**src/rtl/rs_dec_pkg.sv**
```systemverilog
// Shared GF(256) definitions for the C1 Reed-Solomon decoder back end (N=32, t=2).
// Field uses primitive polynomial 0x11D with alpha = 0x02.
package rs_dec_pkg;

    localparam logic [8:0] GF_POLY = 9'h11D;
    localparam int         N       = 32;
    localparam int         POS_W   = 5;

    localparam logic [POS_W-1:0] INV_LAST    = POS_W'(6);
    localparam logic [POS_W-1:0] SEARCH_LAST = POS_W'(N - 1);

    typedef enum logic [1:0] {
        IDLE   = 2'd0,
        INV    = 2'd1,
        SEARCH = 2'd2,
        DONE   = 2'd3
    } state_t;

    function automatic logic [7:0] mul_alpha(input logic [7:0] x);
        return {x[6:0], 1'b0} ^ (x[7] ? GF_POLY[7:0] : 8'h00);
    endfunction

    // Halving: an odd value first has the polynomial folded in so the shift is exact.
    function automatic logic [7:0] mul_alpha_inv(input logic [7:0] x);
        return {1'b0, x[7:1]} ^ (x[0] ? GF_POLY[8:1] : 8'h00);
    endfunction

    function automatic logic [7:0] mul_alpha_inv2(input logic [7:0] x);
        return mul_alpha_inv(mul_alpha_inv(x));
    endfunction

    function automatic logic [7:0] gf_mul(input logic [7:0] a, input logic [7:0] b);
        logic [7:0] acc;
        logic [7:0] sh;
        acc = 8'h00;
        sh  = a;
        for (int i = 0; i < 8; i++) begin
            if (b[i]) acc = acc ^ sh;
            sh = mul_alpha(sh);
        end
        return acc;
    endfunction

endpackage

```
**src/rtl/gf256_mul.sv**
```systemverilog
// Combinational 8x8 multiplier over GF(256), polynomial 0x11D.
module gf256_mul
    import rs_dec_pkg::*;
(
    input  logic [7:0] a,
    input  logic [7:0] b,
    output logic [7:0] p
);

    assign p = gf_mul(a, b);

endmodule

```
**src/rtl/rs_dec_chien_forney.sv**
```systemverilog
// Chien search and Forney magnitude evaluation for the t=2, N=32 C1 Reed-Solomon decoder.
// Takes Lambda/Omega once per codeword and emits one registered pulse per located error.
module rs_dec_chien_forney
    import rs_dec_pkg::*;
(
    input  logic             i_clk,
    input  logic             i_resb,
    input  logic             i_loc_sync,
    input  logic [7:0]       i_gl0,
    input  logic [7:0]       i_gl1,
    input  logic [7:0]       i_gl2,
    input  logic [7:0]       i_gg0,
    input  logic [7:0]       i_gg1,
    output logic             o_err_valid,
    output logic [POS_W-1:0] o_err_pos,
    output logic [7:0]       o_err_val,
    output logic             o_busy,
    output logic             o_done,
    output logic             o_fail,
    output logic             o_overrun
);

    // state  | meaning
    // IDLE   | waiting for i_loc_sync
    // INV    | square-and-multiply producing gl1^-1 (7 cycles)
    // SEARCH | evaluate Lambda at alpha^-j for j = 0..31 (32 cycles)
    // DONE   | report o_done / o_fail, then back to IDLE

    state_t           state;
    state_t           state_nxt;
    logic [POS_W-1:0] cnt;
    logic [7:0]       gl0_q;
    logic [7:0]       gl1_q;
    logic [7:0]       gl2_q;
    logic [7:0]       gg0_q;
    logic [7:0]       r_q;
    logic [7:0]       x_q;
    logic [7:0]       a_q;
    logic [7:0]       b_q;
    logic [7:0]       c_q;
    logic [1:0]       root_cnt;
    logic [1:0]       degree;
    logic             accept;
    logic             hit;
    logic             fail_cond;
    logic [7:0]       sq;
    logic [7:0]       inv_b;
    logic [7:0]       inv_step;
    logic [7:0]       omega_val;
    logic [7:0]       mag_pre;
    logic [7:0]       mag;

    assign accept    = (state == IDLE) && i_loc_sync;
    assign sq        = gf_mul(r_q, r_q);
    // Exponent 254 = 0b1111_1110: six multiply steps, then a final square only.
    assign inv_b     = (cnt == '0) ? 8'h01 : gl1_q;
    assign hit       = (gl0_q ^ a_q ^ b_q) == 8'h00;
    assign omega_val = gg0_q ^ c_q;
    assign degree    = (gl2_q != 8'h00) ? 2'd2 : ((gl1_q != 8'h00) ? 2'd1 : 2'd0);
    assign fail_cond = (root_cnt != degree) || (gl0_q == 8'h00) ||
                       ((gl1_q == 8'h00) && (gl2_q != 8'h00));

    gf256_mul u_inv_mul  (.a(sq),      .b(inv_b),     .p(inv_step));
    gf256_mul u_mag_mul0 (.a(x_q),     .b(omega_val), .p(mag_pre));
    gf256_mul u_mag_mul1 (.a(mag_pre), .b(r_q),       .p(mag));

    always_ff @(posedge i_clk or negedge i_resb) begin
        if (!i_resb) state <= IDLE;
        else         state <= state_nxt;
    end

    always_comb begin
        state_nxt = state;
        case (state)
            IDLE:    if (i_loc_sync) state_nxt = INV;
            INV:     if (cnt == '0)  state_nxt = SEARCH;
            SEARCH:  if (cnt == '0)  state_nxt = DONE;
            DONE:    state_nxt = IDLE;
            default: state_nxt = IDLE;
        endcase
    end

    always_ff @(posedge i_clk or negedge i_resb) begin
        if (!i_resb) begin
            cnt         <= '0;
            gl0_q       <= '0;
            gl1_q       <= '0;
            gl2_q       <= '0;
            gg0_q       <= '0;
            r_q         <= '0;
            x_q         <= '0;
            a_q         <= '0;
            b_q         <= '0;
            c_q         <= '0;
            root_cnt    <= '0;
            o_err_valid <= 1'b0;
            o_err_pos   <= '0;
            o_err_val   <= '0;
            o_busy      <= 1'b0;
            o_done      <= 1'b0;
            o_fail      <= 1'b0;
            o_overrun   <= 1'b0;
        end else begin
            o_err_valid <= 1'b0;
            o_done      <= 1'b0;
            o_fail      <= 1'b0;
            o_overrun   <= i_loc_sync && (state != IDLE);

            if (accept)      o_busy <= 1'b1;
            else if (o_done) o_busy <= 1'b0;

            case (state)
                IDLE: begin
                    if (i_loc_sync) begin
                        gl0_q    <= i_gl0;
                        gl1_q    <= i_gl1;
                        gl2_q    <= i_gl2;
                        gg0_q    <= i_gg0;
                        r_q      <= i_gl1;
                        x_q      <= 8'h01;
                        a_q      <= i_gl1;
                        b_q      <= i_gl2;
                        c_q      <= i_gg1;
                        root_cnt <= '0;
                        cnt      <= INV_LAST;
                    end
                end
                INV: begin
                    r_q <= inv_step;
                    cnt <= (cnt == '0) ? SEARCH_LAST : cnt - POS_W'(1);
                end
                SEARCH: begin
                    x_q <= mul_alpha(x_q);
                    a_q <= mul_alpha_inv(a_q);
                    b_q <= mul_alpha_inv2(b_q);
                    c_q <= mul_alpha_inv(c_q);
                    cnt <= cnt - POS_W'(1);
                    if (hit) begin
                        o_err_valid <= 1'b1;
                        o_err_pos   <= ~cnt;
                        o_err_val   <= mag;
                        if (root_cnt != 2'd3) root_cnt <= root_cnt + 2'd1;
                    end
                end
                DONE: begin
                    o_done <= 1'b1;
                    o_fail <= fail_cond;
                end
                default: ;
            endcase
        end
    end

endmodule

```
**config.mk**
```make
export PLATFORM = sky130hd
export DESIGN_NAME = rs_dec_chien_forney
export DESIGN_NICKNAME = d
export VERILOG_FILES = /design/src/rtl/rs_dec_pkg.sv /design/src/rtl/gf256_mul.sv /design/src/rtl/rs_dec_chien_forney.sv
export SDC_FILE = /design/constraint.sdc
export NUM_CORES = 1
export LEC_CHECK = 0
export CORE_MARGIN = 2
export CORE_UTILIZATION = 60
export CTS_BUF_LIST = sky130_fd_sc_hd__clkbuf_8
export DETAILED_ROUTE_END_ITERATION = 8
export DONT_BUFFER_PORTS = 1
export PLACE_DENSITY = 0.88
export SLEW_MARGIN = 15
export SYNTH_ARGS = -nofsm -noshare
export SYNTH_HDL_FRONTEND = slang
export SYNTH_SLANG_ARGS = --single-unit
```
**constraint.sdc**
```tcl
create_clock -name i_clk -period 9.5 [get_ports i_clk]
set_input_delay 1.425 -clock i_clk [delete_from_list [all_inputs] [get_ports i_clk]]
set_output_delay 1.425 -clock i_clk [all_outputs]
set_load 0.005 [all_outputs]
```
---- Word level (Yosys, flattened, before mapping) ----
Cells that the tools add are included.
cells by class
  bitwise gates (word level) .............. 64
  equal/unequal tests ..................... 10
  reductions and logical operators ........ 24
  add/sub/neg operators ................... 2
  mux-type cells .......................... 93
operators by type and width
  kind                                                                count
  8-bit XOR                                                           52
  8-bit two-way mux                                                   41
  5-bit two-way mux                                                   30
  8-bit case mux with 2 select lines                                  5
  8-bit by 5-bit XOR with 8-bit output                                7
  7-bit by 8-bit XOR with 8-bit output                                4
  8-bit zero test                                                     3
  8-bit nonzero test                                                  2
  5-bit case mux with 3 select lines                                  1
  2-bit two-way mux                                                   7
  2-bit inequality test, second input constant                        6
  2-bit AND reduction                                                 5
  2-bit case mux with 4 select lines                                  1
  2-bit nonzero test                                                  4
  1-bit two-way mux                                                   7
  5-bit zero test                                                     1
  5-bit NOT                                                           1
  5-bit by 1-bit subtractor with 5-bit output, second input constant  1
  2-bit equality test, second input constant                          2
  2-bit case mux with 2 select lines                                  1
  4-bit AND reduction                                                 1
  1-bit logical AND                                                   3
  3-bit AND reduction                                                 1
  3-bit nonzero test                                                  1
  other kinds (5)                                                     6
storage, ports and cells
  register bits ........................... 99
  input bits .............................. 43
  word-level logic and storage cells ...... 212

---- Depth between registers and ports, before layout ----
  word-level depth ........................ 33
  gate-level depth with buffers ........... 15

---- Modules after synthesis ----
From an unflattened synthesis, not the netlist that was laid out.
unflattened totals
  cell total of the unflattened synthesis .. 968
  area, all modules ....................... 8660.8 um^2
by module, submodules not included
  module               area an instance (um^2)  instances  cells an instance
  rs_dec_chien_forney  4986.0                   1          449
  gf256_mul            1224.9                   3          173

---- Least setup slack after synthesis ----
OpenSTA, ideal clock, no wires.
  path type ............................... flip-flop to flip-flop
  start point ............................. reg r_q[0]
  end point ............................... reg r_q[2]
  slack ................................... 5.941 ns
  arrival time ............................ 3.434 ns
  stages on the path, launching flop included .. 14
  required time ........................... 9.375 ns
  setup time .............................. 0.125 ns
  path through ............................ dfrtp_1 > ha_1 > mux2i_1 > xnor2_2 > xor3_1 > xnor2_1 > xnor2_2 > xnor2_1 > nand2_1 > xnor2_1 > mux2_2 > o22ai_1 > xnor2_1 > o21ai_1
on the way
  longest elaborated chain between the ends .. 32
  elaborated cells on any way between the ends .. 52
  classes of those cells .................. mux (24); bitwise (28)
RTL lines
  item                                  line                        source
  start: declaration                    rs_dec_chien_forney.sv:36   logic [7:0] r_q;
  start signal: assignment              rs_dec_chien_forney.sv:119  r_q <= i_gl1;
  start signal: assignment              rs_dec_chien_forney.sv:129  r_q <= inv_step;
  8-bit two-way mux                     rs_dec_pkg.sv:38            if (b[i]) acc = acc ^ sh;
  8-bit XOR                             rs_dec_pkg.sv:38
  8-bit two-way mux                     rs_dec_pkg.sv:38
  8-bit XOR                             rs_dec_pkg.sv:38
  8-bit two-way mux                     rs_dec_pkg.sv:38
  8-bit XOR                             rs_dec_pkg.sv:38
  8-bit two-way mux                     rs_dec_pkg.sv:38
  8-bit XOR                             rs_dec_pkg.sv:38
  [... 16 more ...]                     -
  8-bit two-way mux                     rs_dec_pkg.sv:38
  8-bit XOR                             rs_dec_pkg.sv:38
  8-bit two-way mux                     rs_dec_pkg.sv:38
  8-bit XOR                             rs_dec_pkg.sv:38
  8-bit two-way mux                     rs_dec_pkg.sv:38
  8-bit XOR                             rs_dec_pkg.sv:38
  8-bit two-way mux *                   rs_dec_pkg.sv:38
  8-bit case mux with 2 select lines *  rs_dec_chien_forney.sv:112  case (state)
Mark *: on every way between the ends. The rest lies on a longest branch, timed or not.
A chain may end at the register's enable or synchronous reset.

---- Worst setup path in the final report ----
  start point ............................. reg r_q[6]
  end point ............................... reg r_q[6]
on the way
  longest elaborated chain between the ends .. 31
  elaborated cells on any way between the ends .. 53
  classes of those cells .................. mux (25); bitwise (28)
RTL lines
  item                                  line
  8-bit two-way mux                     rs_dec_pkg.sv:38
  8-bit XOR                             rs_dec_pkg.sv:38
  8-bit two-way mux                     rs_dec_pkg.sv:38
  8-bit XOR                             rs_dec_pkg.sv:38
  8-bit two-way mux                     rs_dec_pkg.sv:38
  8-bit XOR                             rs_dec_pkg.sv:38
  8-bit two-way mux                     rs_dec_pkg.sv:38
  8-bit XOR                             rs_dec_pkg.sv:38
  [... 15 more ...]                     -
  8-bit two-way mux                     rs_dec_pkg.sv:38
  8-bit XOR                             rs_dec_pkg.sv:38
  8-bit two-way mux                     rs_dec_pkg.sv:38
  8-bit XOR                             rs_dec_pkg.sv:38
  8-bit two-way mux                     rs_dec_pkg.sv:38
  8-bit XOR                             rs_dec_pkg.sv:38
  8-bit two-way mux *                   rs_dec_pkg.sv:38
  8-bit case mux with 2 select lines *  rs_dec_chien_forney.sv:112
Marked as above.

==> flow_metrics.py <==
metrics = {
    "placed_design": {
        "dpl.cell_count": 1165,
        "finalWeightedCongestion": 0.9303,
        "dp_hpwl_um": 15550,
        "place_ws_ns": 5.017,
        "io_buffers": 0,
        "detailed_place.area_sq_um": 9325,
    },
    "worst_setup_path": {
        "crit_path_capture_type": "flip-flop",
        "setup.worst_path.class": "flip-flop to flip-flop",
        "critPathRequiredTime_ns": 9.80,
        "worst-r2r-cell-count": 13,
        "timing.critical_path.slowest_cell_delay_ns": 0.92,
        "setup_crit_start": "r_q[6]",
        "worst_path_most_repeated_cell": "xnor2_1",
        "crit_fanout": 26,
        "worstPathCellList": "ha_1 > xnor3_1 > nand2_1 > xnor2_1 > xnor2_1 > xor2_1 > inv_1 > a211o_1 > and3_1 > mux2i_1 > xnor2_1 > mux2i_1 > o21ai_0",
        "timing.rr.start": "r_q[6]",
        "worst-r2r-setup-slack_ns": 4.87,
        "crit_slowest_cell": "dfrtp_1",
        "crit_arrival_ns": 4.94,
        "end_of_the_worst_register_to_register_path": "r_q[6]",
        "worst_setup_path_start_kind": "flip-flop",
    },
    "final_layout": {
        "finalInstanceArea_sq_um": 9519,
        "nNetsFinal": 1040,
        "layout-drive-gt1-share": 0.1067,
        "insertedDiodeCount": 0,
        "syn2layout_area_growth_pct": 1.984,
        "final_core_utilization": 0.6262,
        "final_cells": 1181,
        "mostFrequentLayoutCell": "nand2_1",
        "most_used_cells_in_the_layout_excluding_fill_and_tap_cells": "nand2_1, xnor2_1, dfrtp_1",
    },
    "timing": {
        "fin_crit_sh": 0.4876,
        "fin_setup_tns_ns": 0,
        "slew-limit-headroom": 0.3198,
        "fin_worst_skew_ns": 0.01703,
        "slew_viol_final": 0,
        "hold_violations": 0,
        "pin_slew_with_the_least_headroom_to_its_limit_ns": 1.020,
        "final_critical_path_setup_slack_ns": 4.868,
        "setup_viol": 0,
        "fmaxAchievable_mhz": 215.9,
        "finalCriticalPeriod_ns": 4.632,
        "grt_setup_unrepaired": "no",
    },
    "detailed_routing": {
        "wirelength_met1_um": 9210,
        "routed_via_density": 6.180,
        "ant_nets": 0,
        "routed_wire_length_per_instance_um": 18.36,
        "count_of_routing_violations_after_the_opening_detailed_route_iteration": 879,
        "vias": 7298,
        "route.final.wire_length_um": 21690,
        "top_layer": "met4",
        "drt_pre_antenna_iters": 5,
        "wl_met2_um": 10290,
        "drt_drc_violations_left": 0,
        "met3RoutedLength_um": 1728,
    },
    "cts": {
        "tritoncts_clock_tree": "yes",
        "numClockSinks": 99,
        "post_cts.repair.setup_buffers": 0,
        "clk_latency_ns": 0.40,
        "htree_levels": 3,
        "cts-hold-fix-buffers": 0,
        "clk_path_buf_depth": 2,
        "post_cts_resize_count": 0,
        "tritoncts.num_buffers": 9,
        "cts.root.buffer_cell": "clkbuf_8",
        "path_clk_slew_ns": 0.11,
    },
    "grt": {
        "first_pass_grt_wire_length_um": 35620,
        "grt_max_degree": 100,
        "number_of_global_route_vias_before_repair": 6990,
        "grt_use_total": 0.2705,
        "antenna_found_initial": 0,
        "globalRouteOverflowTotal": 0,
    },
    "synthesis": {
        "yosys_warnings": 0,
        "synth_compound_gate_area_share": 0.1188,
        "syn-instance-count": 1034,
        "post_synth_and_or_nand_nor_area_fraction": 0.1525,
        "synth-xor-area-share": 0.3227,
        "yosysUniqueCellTypes": 73,
        "postSynthAreaPerCell_sq_um": 9.027,
        "synth_top_area_cells": "dfrtp_1, xnor2_1, nand2_1",
        "yosys.area.top_type": "dfrtp_1",
        "netlist_area_sq_um": 9334,
        "syn_nets": 1086,
        "post_synth_mux_area_share": 0.08740,
        "synthAdderAreaFrac": 0.01206,
        "postSynthRegisterBits": 99,
        "seq_area_frac_synth": 0.2654,
        "netlist.area_leader.share": 0.2654,
        "async_flop_share": 1.000,
        "most_instantiated_flip_flop_cell_in_the_synthesis_netlist": "dfrtp_1",
        "synth_edf_count": 0,
        "dominant_combinational_cell_family_by_area_after_synthesis": "XOR/XNOR gates",
    },
    "job": {
        "max_cap_violations": 0,
    },
    "die": {
        "floorplan.initialDensity": 0.6140,
        "die-area_sq_um": 16570,
        "i_o_pins": 61,
        "die_w_um": 128.7,
        "row_count": 45,
        "die_height_um": 128.7,
        "floorplan.core_area_sq_um": 15200,
    },
    "min_path": {
        "worst_hold_path.endpoint": "gl2_q[2]",
        "hold_path_depth": 1,
        "min-delay-path-class": "flip-flop to flip-flop",
        "worstHoldStart": "gl2_q[2]",
    },
    "pwr": {
        "ir_drop_v": 0.0001330,
        "powerDensity_nw_per_um2": 92.30,
        "leakagePower_nw": 4.151,
    },
    "status": {
        "run_status": "completed",
    },
}
layer usage:
metal  GRT usage  vias to the layer above
met5           0                        -
met3     0.05572                       40
li1            -                     3413
met4     0.08632                        0
met2      0.4410                      335
met1      0.3644                     3510
synthesized netlist by cell type (9+ instances only):
library cell,number
a21oi_1,49
a22oi_1,10
and3_1,12
buf_2,12
clkbuf_1,38
dfrtp_1,99
ha_1,9
inv_1,21
mux2_2,40
mux2i_1,35
nand2_1,167
nand2b_1,10
nand3_1,18
nor2_1,73
nor3_1,12
o21ai_0,58
xnor2_1,149
xnor2_2,13
xnor3_1,25
xor2_1,50
area by class of cell:
class                   count  area [sq um]
repair buffers              6         45.04
inverters                  23         86.33
well taps                 188         235.2
flip-flops and latches     99          2477
multi-input cells         849          6481
fillers                  1220          5683
clock inverters             7         70.07
clock buffers               9         123.9
flip-flops by register name, summed over array words and instances (netlist names):
signal / count
a_q: 8
b_q: 8
c_q: 8
cnt: 5
gg0_q: 8
gl0_q: 8
gl1_q: 8
gl2_q: 8
o_busy: 1
o_done: 1
o_err_pos: 5
o_err_val: 8
o_err_valid: 1
o_fail: 1
o_overrun: 1
r_q: 8
root_cnt: 2
state: 2
x_q: 8
critical path, delay by kind of cell (launching register included):
family	cells	cell delay [ns]
AO/OA/AOI/OAI	2	0.47
XOR/XNOR	5	2.03
adder cells (fa/ha/maj)	1	0.45
buffers and inverters	1	0.10
flip-flops	1	0.92
multiplexers	2	0.28
AND/OR/NAND/NOR	2	0.29
kinds of logic after synthesis:
group	after synthesis
XOR/XNOR	259
flip-flops	99
AND/OR/NAND/NOR	327
buffers and inverters	86
multiplexers	76
adder cells (fa/ha/maj)	9
AO/OA/AOI/OAI	178
where the power goes:
part	internal [mW]	switching, mW	total [mW]
registers	0.456	0.0406	0.497
logic	0.0622	0.0483	0.110
clock network	0.102	0.169	0.271
total	0.621	0.258	0.879
metrics by stage:
step | hold slack [ns] | power, mW
2_1_floorplan | 0.4588 | 0.5931
3_3_place_gp | 0.4909 | 0.6087
3_5_place_dp | 0.4954 | 0.6176
4_1_cts | 0.5215 | 0.8869
5_1_grt | 0.5363 | 0.9225
6_report | 0.5178 | 0.8786
worst max-delay path by stage:
stage / endpoint / cells after the start / slack, ns
finish: r_q[6] / 13 / 4.87
global route: r_q[6] / 13 / 4.49
CTS: r_q[6] / 13 / 4.97
detailed placement: r_q[6] / 13 / 5.02
global placement: r_q[2] / 13 / 5.21
floorplan: r_q[2] / 13 / 5.94
(Power assumes the default switching activity.)
